**config.mk**
```make
export PLATFORM = sky130hd
export DESIGN_NAME = booth_mult_radix4
export DESIGN_NICKNAME = d
export VERILOG_FILES = /design/src/rtl/booth_mult_pkg.sv /design/src/rtl/booth_r4_enc.sv /design/src/rtl/booth_mult_radix4.sv
export SDC_FILE = /design/constraint.sdc
export NUM_CORES = 1
export LEC_CHECK = 0
export ABC_CLOCK_PERIOD_IN_PS = 4100
export BUFFER_PORTS_ARGS = -buffer_cell sky130_fd_sc_hd__buf_2
export CAP_MARGIN = 20
export CORE_UTILIZATION = 54
export CTS_CLUSTER_DIAMETER = 40
export DETAILED_ROUTE_END_ITERATION = 7
export GPL_ROUTABILITY_DRIVEN = 1
export PLACE_DENSITY_LB_ADDON = 0.15
export SYNTH_ARGS = -nofsm -noshare
export SYNTH_HDL_FRONTEND = slang
export SYNTH_SLANG_ARGS = --single-unit
```
**constraint.sdc**
```tcl
create_clock -name clk -period 4.1 [get_ports clk]
set_input_delay 0.41 -clock clk [delete_from_list [all_inputs] [get_ports clk]]
set_output_delay 0.41 -clock clk [all_outputs]
set_load 0.1 [all_outputs]
```
**src/rtl/booth_mult_pkg.sv**
```systemverilog
// Shared types and helpers for the radix-4 Booth multiplier.
package booth_mult_pkg;

   // Sequencer states
   typedef enum logic [1:0] {
      IDLE,
      CALC,
      DONE
   } state_t;

   // Radix-4 Booth digit selected from a 3-bit multiplier window
   typedef enum logic [2:0] {
      ZERO,
      P1,
      M1,
      P2,
      M2
   } booth_digit_t;

   // Radix-4 iterations needed to cover an operand extended by two bits
   function automatic int unsigned n_iter(input int unsigned l_word);
      return l_word / 2 + 1;
   endfunction

endpackage

```
**src/rtl/booth_r4_enc.sv**
```systemverilog
// Combinational radix-4 Booth recoder: {m[2i+1], m[2i], m[2i-1]} -> digit.
module booth_r4_enc
   import booth_mult_pkg::*;
(
   input  logic [2:0]   win,
   output booth_digit_t digit_c
);

   // Standard modified-Booth window decode
   always_comb begin
      digit_c = ZERO;
      unique case (win)
         3'b000:  digit_c = ZERO;
         3'b001:  digit_c = P1;
         3'b010:  digit_c = P1;
         3'b011:  digit_c = P2;
         3'b100:  digit_c = M2;
         3'b101:  digit_c = M1;
         3'b110:  digit_c = M1;
         3'b111:  digit_c = ZERO;
         default: digit_c = ZERO;
      endcase
   end

endmodule

```
**src/rtl/booth_mult_radix4.sv**
```systemverilog
// Sequential radix-4 Booth multiplier, two multiplier bits per cycle,
// signed or unsigned operands under a start/ready handshake.
module booth_mult_radix4
   import booth_mult_pkg::*;
#(
   parameter int unsigned L_WORD = 8
) (
   input  logic                  clk,
   input  logic                  rst_n,
   input  logic                  start,
   input  logic                  signed_mode,
   input  logic [L_WORD-1:0]     word1,
   input  logic [L_WORD-1:0]     word2,
   output logic [2*L_WORD-1:0]   product,
   output logic                  ready,
   output logic                  busy,
   output logic                  err
);

   localparam int unsigned N_ITER = n_iter(L_WORD);
   localparam int unsigned EXT_W  = L_WORD + 2;
   localparam int unsigned ACC_W  = 2 * L_WORD + 4;
   localparam int unsigned CNT_W  = $clog2(N_ITER + 1);

   state_t             state;
   logic [CNT_W-1:0]   cnt;
   logic [EXT_W-1:0]   mcand;
   logic [EXT_W-1:0]   mplr;
   logic               m_prev;
   logic [ACC_W-1:0]   acc;

   booth_digit_t       digit_c;
   logic [ACC_W-1:0]   mcand_acc;
   logic [ACC_W-1:0]   multiple;
   logic [ACC_W-1:0]   addend;

   // Sign or zero extension makes unsigned operands positive for the signed recoder
   function automatic logic [EXT_W-1:0] extend(input logic [L_WORD-1:0] w, input logic s);
      return {{2{s & w[L_WORD-1]}}, w};
   endfunction

   booth_r4_enc u_enc (
      .win     ({mplr[1:0], m_prev}),
      .digit_c (digit_c)
   );

   // Digit x multiplicand, aligned at bit 2*cnt, in full accumulator width
   always_comb begin
      mcand_acc = {{(ACC_W - EXT_W){mcand[EXT_W-1]}}, mcand};
      multiple  = '0;
      unique case (digit_c)
         ZERO:    multiple = '0;
         P1:      multiple = mcand_acc;
         M1:      multiple = -mcand_acc;
         P2:      multiple = mcand_acc << 1;
         M2:      multiple = -(mcand_acc << 1);
         default: multiple = '0;
      endcase
      addend = multiple << {cnt, 1'b0};
   end

   // Sequencer, operand registers, accumulator and registered outputs
   always_ff @(posedge clk or negedge rst_n) begin
      if (!rst_n) begin
         state   <= IDLE;
         cnt     <= '0;
         mcand   <= '0;
         mplr    <= '0;
         m_prev  <= 1'b0;
         acc     <= '0;
         product <= '0;
         ready   <= 1'b0;
         busy    <= 1'b0;
         err     <= 1'b0;
      end else begin
         ready <= 1'b0;
         err   <= 1'b0;
         unique case (state)
            IDLE: begin
               if (start) begin
                  mcand  <= extend(word1, signed_mode);
                  mplr   <= extend(word2, signed_mode);
                  m_prev <= 1'b0;
                  acc    <= '0;
                  cnt    <= '0;
                  busy   <= 1'b1;
                  state  <= CALC;
               end
            end
            CALC: begin
               err    <= start;
               acc    <= acc + addend;
               mplr   <= {2'b00, mplr[EXT_W-1:2]};
               m_prev <= mplr[1];
               if (cnt == CNT_W'(N_ITER - 1)) begin
                  state <= DONE;
               end else begin
                  cnt <= cnt + CNT_W'(1);
               end
            end
            DONE: begin
               err     <= start;
               product <= acc[2*L_WORD-1:0];
               ready   <= 1'b1;
               busy    <= 1'b0;
               state   <= IDLE;
            end
            default: begin
               busy  <= 1'b0;
               state <= IDLE;
            end
         endcase
      end
   end

endmodule

```
==> out/summary.txt, run 1 <==
=====================================================================================================
Outcome                                                                                  finished, final reports clean
Register Area                                                                                1480 µm²
Vertical die dimension                                                                        89.1 µm
Worst-skew pair later-pin latency                                                             0.35 ns
Area of the mapped netlist                                                                   4100 µm²
Drt via density                                                                                  5.94
Number of core rows                                                                                31
Clock transition time at the flip-flop clock pins of the worst setup and hold paths           0.08 ns
Floorplan die area                                                                           7940 µm²
Area Overhead vs Synth                                                                          23.6%
Initial core utilization                                                                        56.2%
Antenna violations before repair                                                                    0
Clock tree from TritonCTS                                                                         yes
Simple-gate share of the synthesized area                                                       15.7%
Pin slew with the least headroom to its limit                                                0.902 ns
Number of global-route vias before repair                                                        3316
Std-Cell Core Area                                                                           7290 µm²
Net count after synthesis                                                                         499
Worst clock skew                                                                           0.00971 ns
Overall global routing resource usage                                                           25.1%
Total Nets Final                                                                                  569
Die Wd                                                                                        89.1 µm
Highest metal layer with signal wires                                                            met4
Number of buffers on the longest clock path                                                         2
Path type of the worst setup path                                                          reg -> reg
I/O pins                                                                                           39
Classification of the worst-slack hold path                                               in -> async
Primary FF master, synth                                                                 sky130_fd_sc_hd__dfrtp_1
Filler Cell Count                                                                                 591
Critical path endpoint category                                                              register
Final critical path time including I/O delays and setup                                       4.01 ns
Tcrit/Tclk final                                                                                97.7%
Crit-path most repeated cell                                                             sky130_fd_sc_hd__nor2_1
Number of buffers created by CTS                                                                    9
H-tree depth reported by CTS                                                                        3
Placed instance count                                                                             594
CP Launch Point                                                                          mcand[1]$_DFFE_PN0P_
First-pass detailed-route iteration total                                                           5
Detailed-route wire length                                                                    9.91 mm
Routed wirelength normalized by instance count                                                15.9 µm
Number of synthesized register bits                                                                59
Count of buffers inserted at the top-level ports                                                   38
CP delay by family, top                                                                  compound AO/OA/AOI/OAI gates
Number of synthesized flops with an enable pin                                                      0
Largest family of logic cells by synthesized area                                        compound AO/OA/AOI/OAI gates
WL met2                                                                                       4.82 mm
Overflow left after global routing                                                                  0
Total length of routed met3 wires                                                              487 µm
Fraction of final layout cells with drive strength greater than 1                               31.6%
Wire length of the first global-routing pass                                                  15.4 mm
R2R depth                                                                                          18
Clock sink count                                                                                   59
Max-slew violations                                                                                 0
Top library cells by usage in the layout, fill and taps aside                            sky130_fd_sc_hd__dfrtp_1, sky130_fd_sc_hd__nand2_1, sky130_fd_sc_hd__buf_4
Biggest cell delay along the critical path                                                    0.39 ns
Count of distinct cell types in the synthesized netlist                                            67
Number of buffer and inverter instances along the worst setup path                                  3
Normalized max-slew margin                                                                      39.6%
Number of maximum-capacitance violations                                                            0
Required time of the critical path                                                            4.33 ns
Share of cell area taken by muxes after synthesis                                               10.3%
HPWL reported at the end of detailed placement                                                6.82 mm
Routability congestion estimate from global placement                                           0.900
Non-filler cells in the finished layout                                                           625
Final ANT Viol Nets                                                                                 0
Multi-input combinational cell area                                                          2650 µm²
DR iter-0 viols                                                                                   333
Number of warnings reported in the yosys synthesis log                                              0
Start of the worst register-to-register path                                             mcand[1]$_DFFE_PN0P_
Area share of xor/xnor cells in the synthesized design                                          2.35%
Post-synthesis compound-gate area fraction                                                      22.5%
End of the worst register-to-register path                                               acc[15]$_DFFE_PN0P_
Most frequent standard cell in the layout excluding fill and tap cells                   sky130_fd_sc_hd__dfrtp_1
Overall via count from detail_route                                                              3713
Post-synthesis share of cell area spent on full adders, half adders and majority gates          8.73%
Number of hold violations in the final report                                                       0
Cell at the slowest stage of the critical path                                           sky130_fd_sc_hd__or3b_4
# DRC                                                                                               0
Crit path DAT                                                                                 4.23 ns
Unrepaired setup endpoints after global routing                                                  true
Flop2flop setup slack                                                                         0.09 ns
Share of synthesized flip-flops with an asynchronous set or reset                                100%
Largest net degree at the start of global routing                                                  38
Maximum achievable frequency                                                                0.250 GHz
Post-synthesis average cell area                                                             9.09 µm²
Seq/Total Area, Yosys                                                                           36.0%
Root Buffer Master                                                                       sky130_fd_sc_hd__clkbuf_8
Routed length on met1                                                                         4.48 mm
Worst-path fanout max                                                                               4
Element type at the critical path start                                                      register
Number of inserted diodes                                                                           0
Finish-stage setup viols                                                                            0
Cell count after synthesis                                                                        451
Cells traversed along the worst timing path                                              inv_1 > ha_2 > or3b_4 > buf_6 > xnor2_1 > a221oi_2 > mux2_4 > nor2_1 > a21oi_2 > nor2_1 > ha_1 > or3_1 > o2111a_1 > a221o_1 > o221ai_2 > xor2_1 > buf_4 > o22ai_1
=====================================================================================================
## Yosys cell counts, drive strengths merged (5+ instances only)
cell type / instances / area share (%)
a211oi: 7 / 1.3
a21o: 8 / 1.5
a21oi: 30 / 3.7
buf: 9 / 1.2
clkbuf: 16 / 1.5
dfrtp: 59 / 36
ha: 27 / 8.2
inv: 19 / 1.7
mux2: 26 / 7.1
mux2i: 13 / 3.2
nand2: 51 / 4.7
nand3: 6 / 0.73
nor2: 29 / 2.7
nor3: 9 / 1.1
o21ai: 43 / 5.5
o22ai: 5 / 0.76
or3: 5 / 0.89
xor2: 8 / 1.7
## cell type report
cell class,count,share of cell area (%)
multi-input combinational,348,52.4
sequential,59,29.2
timing repair buffer,84,10.8
clock buffer,11,2.79
tap,99,2.45
inverter,19,1.41
clock inverter,5,1.04
## sequential cells by signal, summed over array words and instances, names as in the netlist
signal,cells
err,1
acc,16
mcand,9
cnt,3
product,16
mplr,9
busy,1
state,2
m_prev,1
ready,1
## metal layers
metal / global-route usage (%) / vias up
li1: - / 1798
met1: 33.8 / 1798
met2: 41.0 / 102
met3: 5.36 / 15
met4: 6.78 / 0
met5: 0 / -
## through the flow
step | setup slack [ns] | hold slack, ns | util (%) | cell area (µm²) | TNS (ns)
6_report | 0.0942 | 0.0752 | 69.5 | 5060 | 0
4_1_cts | 0.0112 | 0.0953 | 65.3 | 4760 | 0
3_3_place_gp | 0.0392 | 0.466 | 62.2 | 4530 | 0
3_5_place_dp | -0.0473 | 0.472 | 62.2 | 4530 | -0.0874
2_1_floorplan | 0.0721 | 0.114 | - | 4100 | 0
5_1_grt | -0.100 | 0.120 | 69.5 | 5060 | -0.195
## logic make-up (layout without fill, tap and decap cells)
logic type | after synthesis | after routing
compound gates | 140 | 140
simple gates | 130 | 130
flops | 59 | 59
buf+inv | 44 | 119
mux | 39 | 39
fa+ha+maj | 28 | 28
xor+xnor | 11 | 11
## worst max-delay path by stage
stage,end,slack (ns),cells past startpoint
floorplan,acc[15]$_DFFE_PN0P_,0.07,19
global placement,acc[15]$_DFFE_PN0P_,0.04,18
detailed placement,acc[15]$_DFFE_PN0P_,-0.05,18
CTS,acc[15]$_DFFE_PN0P_,0.01,19
global route,acc[15]$_DFFE_PN0P_,-0.10,19
finish,acc[15]$_DFFE_PN0P_,0.09,18
## repair_timing
item / 4_1_cts / 5_1_grt
setup buffers: 2 / 13
setup endpoints to repair: 2 / 6
hold buffers: 0 / 0
pin swaps: 0 / 22
resized for setup: 3 / 42
## worst reg2reg max path, stage by stage (launching register included)
cell and delay, ns:
sky130_fd_sc_hd__dfrtp_1 0.38, sky130_fd_sc_hd__inv_1 0.06, sky130_fd_sc_hd__ha_2 0.17, sky130_fd_sc_hd__or3b_4 0.39, sky130_fd_sc_hd__buf_6 0.14, sky130_fd_sc_hd__xnor2_1 0.13, sky130_fd_sc_hd__a221oi_2 0.33, sky130_fd_sc_hd__mux2_4 0.22
sky130_fd_sc_hd__nor2_1 0.04, sky130_fd_sc_hd__a21oi_2 0.14, sky130_fd_sc_hd__nor2_1 0.06, sky130_fd_sc_hd__ha_1 0.34, sky130_fd_sc_hd__or3_1 0.35, sky130_fd_sc_hd__o2111a_1 0.17, sky130_fd_sc_hd__a221o_1 0.39, sky130_fd_sc_hd__o221ai_2 0.16
sky130_fd_sc_hd__xor2_1 0.22, sky130_fd_sc_hd__buf_4 0.14, sky130_fd_sc_hd__o22ai_1 0.07
Power of run 1 is not shown: default switching activity piles up to over one toggle a cycle in this logic, so the estimate is an artifact.
==> run 2: changes to the inputs <==
Settings changed: ABC_CLOCK_PERIOD_IN_PS 4100 to 4000, CORE_UTILIZATION 54 to 60.
Clock period 4.1 ns to 4 ns, I/O delays scaled along.
==> run 2 against run 1 <==
- utilization is 6.3 points higher
- register-to-register slack worse by 0.10 ns
- global-route usage is 3.1 points higher
- the run now ends with DRC, setup timing left
- design area is 3.4% lower
- setup slack worse by 0.10 ns
- critical path type unchanged
- cell count is 5.0% lower
- hold slack better by 0.014 ns
- via count is 0.35% lower
- critical path depth stayed put
- count of clock-buffer cells in the layout stayed put
- sequential share of layout area is 1.0 points higher
- largest cell class unchanged
==> out/summary.txt, run 2 (same netlist as run 1, synthesis figures left out) <==
==================================================================================================
Classification of the worst-slack hold path                                            in -> async
Floorplan die area                                                                        7160 µm²   -9.8%
Largest net degree at the start of global routing                                               38   unchanged
Max-slew violations                                                                              0   unchanged
Initial core utilization                                                                     63.4%   +7.3 points
Start of the worst register-to-register path                                          mcand[1]$_DFFE_PN0P_
Overflow left after global routing                                                               0   unchanged
Outcome                                                                               complete, but fails checks
Filler Cell Count                                                                              484   -18%
Clock sink count                                                                                59   unchanged
Std-Cell Core Area                                                                        6460 µm²   -11%
Wire length of the first global-routing pass                                               16.1 mm   +4.4%
Violated checks                                                                       DRC, setup timing
Critical path endpoint category                                                           register
Maximum achievable frequency                                                             0.250 GHz   about the same
Total Nets Final                                                                               560   -1.6%
Tcrit/Tclk final                                                                              100%   +2.5 points
Worst-skew pair later-pin latency                                                          0.34 ns   about the same
R2R depth                                                                                       18   unchanged
Root Buffer Master                                                                    sky130_fd_sc_hd__clkbuf_8
Final Hold Slack                                                                         0.0891 ns   +0.0138 ns
End of the worst register-to-register path                                            acc[13]$_DFFE_PN0P_
Highest metal layer with signal wires                                                         met4
Final ANT Viol Nets                                                                              0   unchanged
Worst-path fanout max                                                                            3   -1
Path type of the worst setup path                                                       reg -> reg
Final critical path time including I/O delays and setup                                    4.01 ns   +0.00141 ns
Final critical-path setup slack                                                        -0.00724 ns   -0.101 ns
Die Wd                                                                                     84.6 µm   -5.0%
Number of inserted diodes                                                                        0   unchanged
Clock transition time at the flip-flop clock pins of the worst setup and hold paths        0.07 ns   about the same
Leading registers by flop count                                                       acc: 16 flops, product: 16 flops
Count of buffers inserted at the top-level ports                                                38   unchanged
Worst slack, placed                                                                      -0.141 ns   -0.0938 ns
Flop2flop setup slack                                                                    -0.007 ns   -0.10 ns
Endpoint of the worst setup timing path                                               acc[13]$_DFFE_PN0P_
Drt via density                                                                               6.23   +4.9%
Number of global-route vias before repair                                                     3526   +6.3%
H-tree depth reported by CTS                                                                     3   unchanged
Routed length on met1                                                                      4.47 mm   about the same
Non-filler cells in the finished layout                                                        594   -5.0%
I/O pins                                                                                        39   unchanged
Top library cells by usage in the layout, fill and taps aside                         sky130_fd_sc_hd__dfrtp_1, sky130_fd_sc_hd__nand2_1, sky130_fd_sc_hd__buf_2
Number of core rows                                                                             29   -6.5%
DR iter-0 viols                                                                                207   -38%
Number of buffers on the longest clock path                                                      2   unchanged
Vertical die dimension                                                                     84.6 µm   -5.0%
Unrepaired setup endpoints after global routing                                               true
CTS Hold Buffers Added                                                                           0   unchanged
Element type at the critical path start                                                   register
Overall via count from detail_route                                                           3700   -0.35%
CP Launch Point                                                                       mcand[1]$_DFFE_PN0P_
# DRC                                                                                            2   +2
Worst clock skew                                                                         0.0118 ns   +0.00208 ns
WL met2                                                                                    4.75 mm   -1.5%
Normalized max-slew margin                                                                   37.6%   -2.0 points
Number of maximum-capacitance violations                                                         0   unchanged
Crit path DAT                                                                              4.23 ns   about the same
Antenna violations before repair                                                                 0   unchanged
Total length of routed met3 wires                                                           361 µm   -26%
Area Overhead vs Synth                                                                       19.4%
First-pass detailed-route iteration total                                                        8   +3
Number of hold violations in the final report                                                    0   unchanged
Routed wirelength normalized by instance count                                             16.5 µm   +3.7%
Clock tree from TritonCTS                                                                      yes
Routability congestion estimate from global placement                                        0.935   +3.9%
Fraction of final layout cells with drive strength greater than 1                            28.6%   -2.9 points
Required time of the critical path                                                         4.22 ns   -0.11 ns
Pin slew with the least headroom to its limit                                             0.932 ns   +0.0301 ns
Finish-stage setup viols                                                                         1   +1
Placed instance count                                                                          575   -3.2%
Detailed-route wire length                                                                 9.77 mm   -1.4%
Overall global routing resource usage                                                        28.2%   +3.1 points
Sum Neg Setup Slack                                                                    -0.00724 ns   -0.00724 ns
Number of buffers created by CTS                                                                 9   unchanged
HPWL reported at the end of detailed placement                                             7.10 mm   +4.0%
Most frequent standard cell in the layout excluding fill and tap cells                sky130_fd_sc_hd__dfrtp_1
==================================================================================================
run 2: cell count changes in the layout (fill, tap and decap cells not counted), sizes merged:
| cell | delta |
|---|---|
| buf | -9 |
run 2: routing by layer:
metal / vias up / GRT usage, %
li1: 1781 / -
met1: 1791 / 36.7
met2: 107 / 47.7
met3: 21 / 3.93
met4: 0 / 10.9
met5: - / 0
run 2: critical path: stages (launching register included):
cell                       delay [ns]
sky130_fd_sc_hd__dfrtp_1         0.39
sky130_fd_sc_hd__inv_1           0.06
sky130_fd_sc_hd__ha_2            0.16
sky130_fd_sc_hd__or3b_4          0.38
sky130_fd_sc_hd__or3_4           0.36
sky130_fd_sc_hd__a21oi_2         0.14
sky130_fd_sc_hd__a21oi_1         0.05
sky130_fd_sc_hd__a221oi_2        0.22
sky130_fd_sc_hd__mux2i_1         0.14
sky130_fd_sc_hd__a21oi_1         0.20
sky130_fd_sc_hd__o32ai_2         0.11
sky130_fd_sc_hd__ha_1            0.33
sky130_fd_sc_hd__and3_1          0.17
sky130_fd_sc_hd__a211oi_2        0.17
sky130_fd_sc_hd__nor2_1          0.06
sky130_fd_sc_hd__a221o_1         0.32
sky130_fd_sc_hd__o41ai_2         0.34
sky130_fd_sc_hd__xor2_1          0.20
sky130_fd_sc_hd__o21ai_1         0.07
run 2: layout make-up:
cell class	count	area, µm²	share of cell area, %
clock inverters	5	52.6	1.07
multi-input cells	348	2580	52.8
well taps	77	96.3	1.97
inverters	19	71.3	1.46
flip-flops and latches	59	1480	30.2
clock buffers	11	141	2.89
repair buffers	75	472	9.64
run 2: what timing repair did:
item | in CTS | in global routing
pin swaps | 1 | 17
buffers inserted | 0 | 3
gates resized for setup | 7 | 24
endpoints found under the setup margin | 3 | 7
run 2: metrics by stage:
stage               area [µm²]  utilization, %
detailed placement        4530            70.2
global route              4890            75.8
global placement          4530            70.2
CTS                       4770            73.8
finish                    4890            75.8
floorplan                 4100               -
run 2: how the worst min path moves through the flow:
stage / end / slack (ns)
floorplan: acc[0]$_DFFE_PN0P_ / 0.10
global placement: mplr[3]$_DFFE_PN0P_ / 0.47
detailed placement: mcand[3]$_DFFE_PN0P_ / 0.48
CTS: mcand[3]$_DFFE_PN0P_ / 0.11
global route: mcand[3]$_DFFE_PN0P_ / 0.15
finish: mcand[3]$_DFFE_PN0P_ / 0.09
Power of run 2 is left out for the same reason.
==> run 3: changes to the inputs <==
Settings changed: CTS_CLUSTER_SIZE from default to 14, SYNTH_HIERARCHICAL from default to 1.
==> run 3 against run 2 <==
- the run still ends with DRC, setup timing left
- utilization up 6.0 points
- setup slack got worse by 0.20 ns
- non-clock buffer count increased by 38
- design area rose by 13%
- sequential cell count did not move
- global-route usage is 2.8 points higher
- critical endpoint is now acc[15]$_DFFE_PN0P_
==> out/summary.txt, run 3 <==
==================================================================================================
# DRC                                                                                            2   unchanged
Number of buffers on the longest clock path                                                      2   unchanged
Number of warnings reported in the yosys synthesis log                                           6   +6
HPWL reported at the end of detailed placement                                             7.67 mm   +8.1%
CP delay by family, top                                                               simple AND/OR/NAND/NOR gates
Classification of the worst-slack hold path                                            in -> async
Antenna violations before repair                                                                 0   unchanged
Final critical path time including I/O delays and setup                                    4.21 ns   +0.203 ns
Die Wd                                                                                     85.6 µm   +1.1%
Cells traversed along the worst timing path                                           inv_2 > buf_4 > ha_1 > nor2_2 > buf_12 > nand2b_1 > or3_4 > a21oi_2 > a211oi_2 > mux2i_1 > nand2_1 > nand2_2 > and2_4 > ha_4 > buf_4 > nor2b_2 > nor4_4 > o31ai_4 > nand4_1 > nand4b_1 > xor2_1 > a22o_1
Vertical die dimension                                                                     85.6 µm   +1.1%
Largest cells by area after synthesis                                                 sky130_fd_sc_hd__dfrtp_1, sky130_fd_sc_hd__ha_1, sky130_fd_sc_hd__mux2_2, sky130_fd_sc_hd__nand2_1, sky130_fd_sc_hd__o21ai_0
Top library cells by usage in the layout, fill and taps aside                         sky130_fd_sc_hd__buf_4, sky130_fd_sc_hd__dfrtp_1, sky130_fd_sc_hd__nand2_1
H-tree depth reported by CTS                                                                     3   unchanged
Drt via density                                                                               6.39   +2.6%
Outcome                                                                               complete, but fails checks
Top cell types by occurrence after synthesis                                          sky130_fd_sc_hd__dfrtp_1, sky130_fd_sc_hd__nand2_1, sky130_fd_sc_hd__o21ai_0
Synth area leader                                                                     sky130_fd_sc_hd__dfrtp_1
Clock sink count                                                                                59   unchanged
Crit-path most repeated cell                                                          sky130_fd_sc_hd__buf_4
Top-area cell type share of the netlist area                                                 35.2%   -0.81 points
Total Nets Final                                                                               615   +9.8%
Fraction of final layout cells with drive strength greater than 1                            41.2%   +13 points
Most frequent standard cell in the layout excluding fill and tap cells                sky130_fd_sc_hd__buf_4
Clock tree from TritonCTS                                                                      yes
Overflow left after global routing                                                               0   unchanged
Net count after synthesis                                                                      521   +4.4%
Violated checks                                                                       DRC, setup timing
Unrepaired setup endpoints after global routing                                               true
First-pass detailed-route iteration total                                                        7   -1
Share of synthesized flip-flops with an asynchronous set or reset                             100%   unchanged
Element type at the critical path start                                                   register
Maximum achievable frequency                                                             0.238 GHz   -4.8%
Crit path DAT                                                                              4.44 ns   +0.21 ns
Number of synthesized register bits                                                             59   unchanged
Area of the mapped netlist                                                                4190 µm²   +2.3%
Leading registers by flop count                                                       acc: 16 flops, product: 16 flops
Cell area after layout                                                                    5530 µm²   +13%
Max-slew violations                                                                              0   unchanged
Clock transition time at the flip-flop clock pins of the worst setup and hold paths        0.08 ns   about the same
Tcrit/Tclk final                                                                              105%   +5.1 points
Cell count after synthesis                                                                     474   +5.1%
Normalized max-slew margin                                                                   47.9%   +10 points
Number of global-route vias before repair                                                     3803   +7.9%
I/O pins                                                                                        39   unchanged
Number of core rows                                                                             30   +3.4%
Count of buffers inserted at the top-level ports                                                38   unchanged
Worst-skew pair later-pin latency                                                          0.35 ns   about the same
Initial core utilization                                                                     62.0%   -1.4 points
Number of maximum-capacitance violations                                                         0   unchanged
Number of inserted diodes                                                                        0   unchanged
Routed wirelength normalized by instance count                                             19.1 µm   +16%
Seq/Total Area, Yosys                                                                        35.2%   -0.81 points
Worst-path fanout max                                                                           16   +13
Path type of the worst setup path                                                       reg -> reg
Post-DP Area                                                                              4850 µm²   +6.9%
Detailed-route wire length                                                                 12.5 mm   +27%
Pin slew with the least headroom to its limit                                             0.782 ns   -0.150 ns
Number of hold violations in the final report                                                    0   unchanged
Cell at the slowest stage of the critical path                                        sky130_fd_sc_hd__dfrtp_1
DR iter-0 viols                                                                                532   +160%
Number of buffer and inverter instances along the worst setup path                               4   +3
Overall via count from detail_route                                                           4172   +13%
Routability congestion estimate from global placement                                        0.944   +0.91%
Number of buffers created by CTS                                                                 9   unchanged
Root Buffer Master                                                                    sky130_fd_sc_hd__clkbuf_8
Finish-stage setup viols                                                                         7   +6
Required time of the critical path                                                         4.23 ns   about the same
Floorplan die area                                                                        7320 µm²   +2.2%
Final ANT Viol Nets                                                                              0   unchanged
Final critical-path setup slack                                                          -0.210 ns   -0.203 ns
Largest net degree at the start of global routing                                               33   -13%
Post-synthesis average cell area                                                          8.84 µm²   -2.7%
Worst clock skew                                                                         0.0166 ns   +0.00482 ns
Critical path endpoint category                                                           register
Overall global routing resource usage                                                        31.0%   +2.8 points
Number of synthesized flops with an enable pin                                                   0   unchanged
Count of distinct cell types in the synthesized netlist                                         65   -3.0%
Biggest cell delay along the critical path                                                 0.41 ns   +0.02 ns
Std-Cell Core Area                                                                        6760 µm²   +4.6%
Wire length of the first global-routing pass                                               17.9 mm   +11%
Primary FF master, synth                                                              sky130_fd_sc_hd__dfrtp_1
Area Overhead vs Synth                                                                       31.8%
==================================================================================================
-- run 3: cell types whose count changed after synthesis, sizes merged, moves of 4 or more --
cell	change
a21o	-6
nor2b	+7
nand2	+8
clkbuf	+8
or2	+4
o21ai	-6
nand3	+4
xor2	+5
-- run 3: worst paths after layout --
kind | startpoint | to | slack [ns] | depth (start not counted)
hold / removal | rst_n | acc[5]$_DFFE_PN0P_ | 0.09 | 1
setup reg to reg | m_prev$_DFFE_PN0P_ | acc[15]$_DFFE_PN0P_ | -0.21 | 22
max in group asynchronous | rst_n | acc[0]$_DFFE_PN0P_ | 3.04 | 2
setup / recovery | m_prev$_DFFE_PN0P_ | acc[15]$_DFFE_PN0P_ | -0.21 | 22
min in group clk | word1[0] | mcand[0]$_DFFE_PN0P_ | 0.29 | 2
hold reg to reg | mplr[5]$_DFFE_PN0P_ | mplr[5]$_DFFE_PN0P_ | 0.49 | 2
-- run 3: per-layer routing --
| metal | part of all wire, % | GRT usage (%) | wire (µm) | up-vias |
|---|---|---|---|---|
| met2 | 47 | 48.8 | 5820 | 226 |
| met5 | 0 | 0 | 0 | - |
| li1 | - | - | - | 1890 |
| met4 | 4.5 | 10.8 | 556 | 0 |
| met1 | 42 | 43.6 | 5270 | 1998 |
| met3 | 6.5 | 4.91 | 812 | 58 |
-- run 3: area by class of cell --
type                            instances  area [µm²]
Fill cell                             386        1230
Multi-Input combinational cell        367        2930
Tap cell                               80         100
Clock inverter                          6        40.0
Clock buffer                           10         138
Timing Repair Buffer                  113         773
Sequential cell                        59        1480
Inverter                               18        67.6
-- run 3: metrics by stage --
stage	worst slack, ns	TNS, ns	utilization [%]	hold WS, ns	instances
2_1_floorplan	0.0324	0	-	0.104	474
3_3_place_gp	-0.175	-0.341	71.7	0.461	623
3_5_place_dp	-0.279	-0.680	71.7	0.475	623
4_1_cts	-0.0708	-0.0708	75.1	0.105	640
5_1_grt	-0.273	-1.87	81.8	0.139	653
6_report	-0.210	-0.923	81.8	0.0918	653
-- run 3: repair_timing --
| action | CTS | global route |
|---|---|---|
| hold endpoints to repair | 0 | 0 |
| hold buffers | 0 | 0 |
| cloned | 0 | 0 |
| endpoints found under the setup margin | 7 | 9 |
| resized for setup | 10 | 73 |
| pin swaps | 2 | 27 |
| buffers inserted | 1 | 13 |
-- run 3: kinds of logic after synthesis --
logic type / share of synthesized area, %
AND/OR/NAND/NOR: 19.2
AO/OA/AOI/OAI: 18.6
flip-flops: 35.2
buffers and inverters: 4.51
multiplexers: 10.7
adder cells (fa/ha/maj): 8.24
XOR/XNOR: 3.55
Power of run 3 is left out for the same reason.
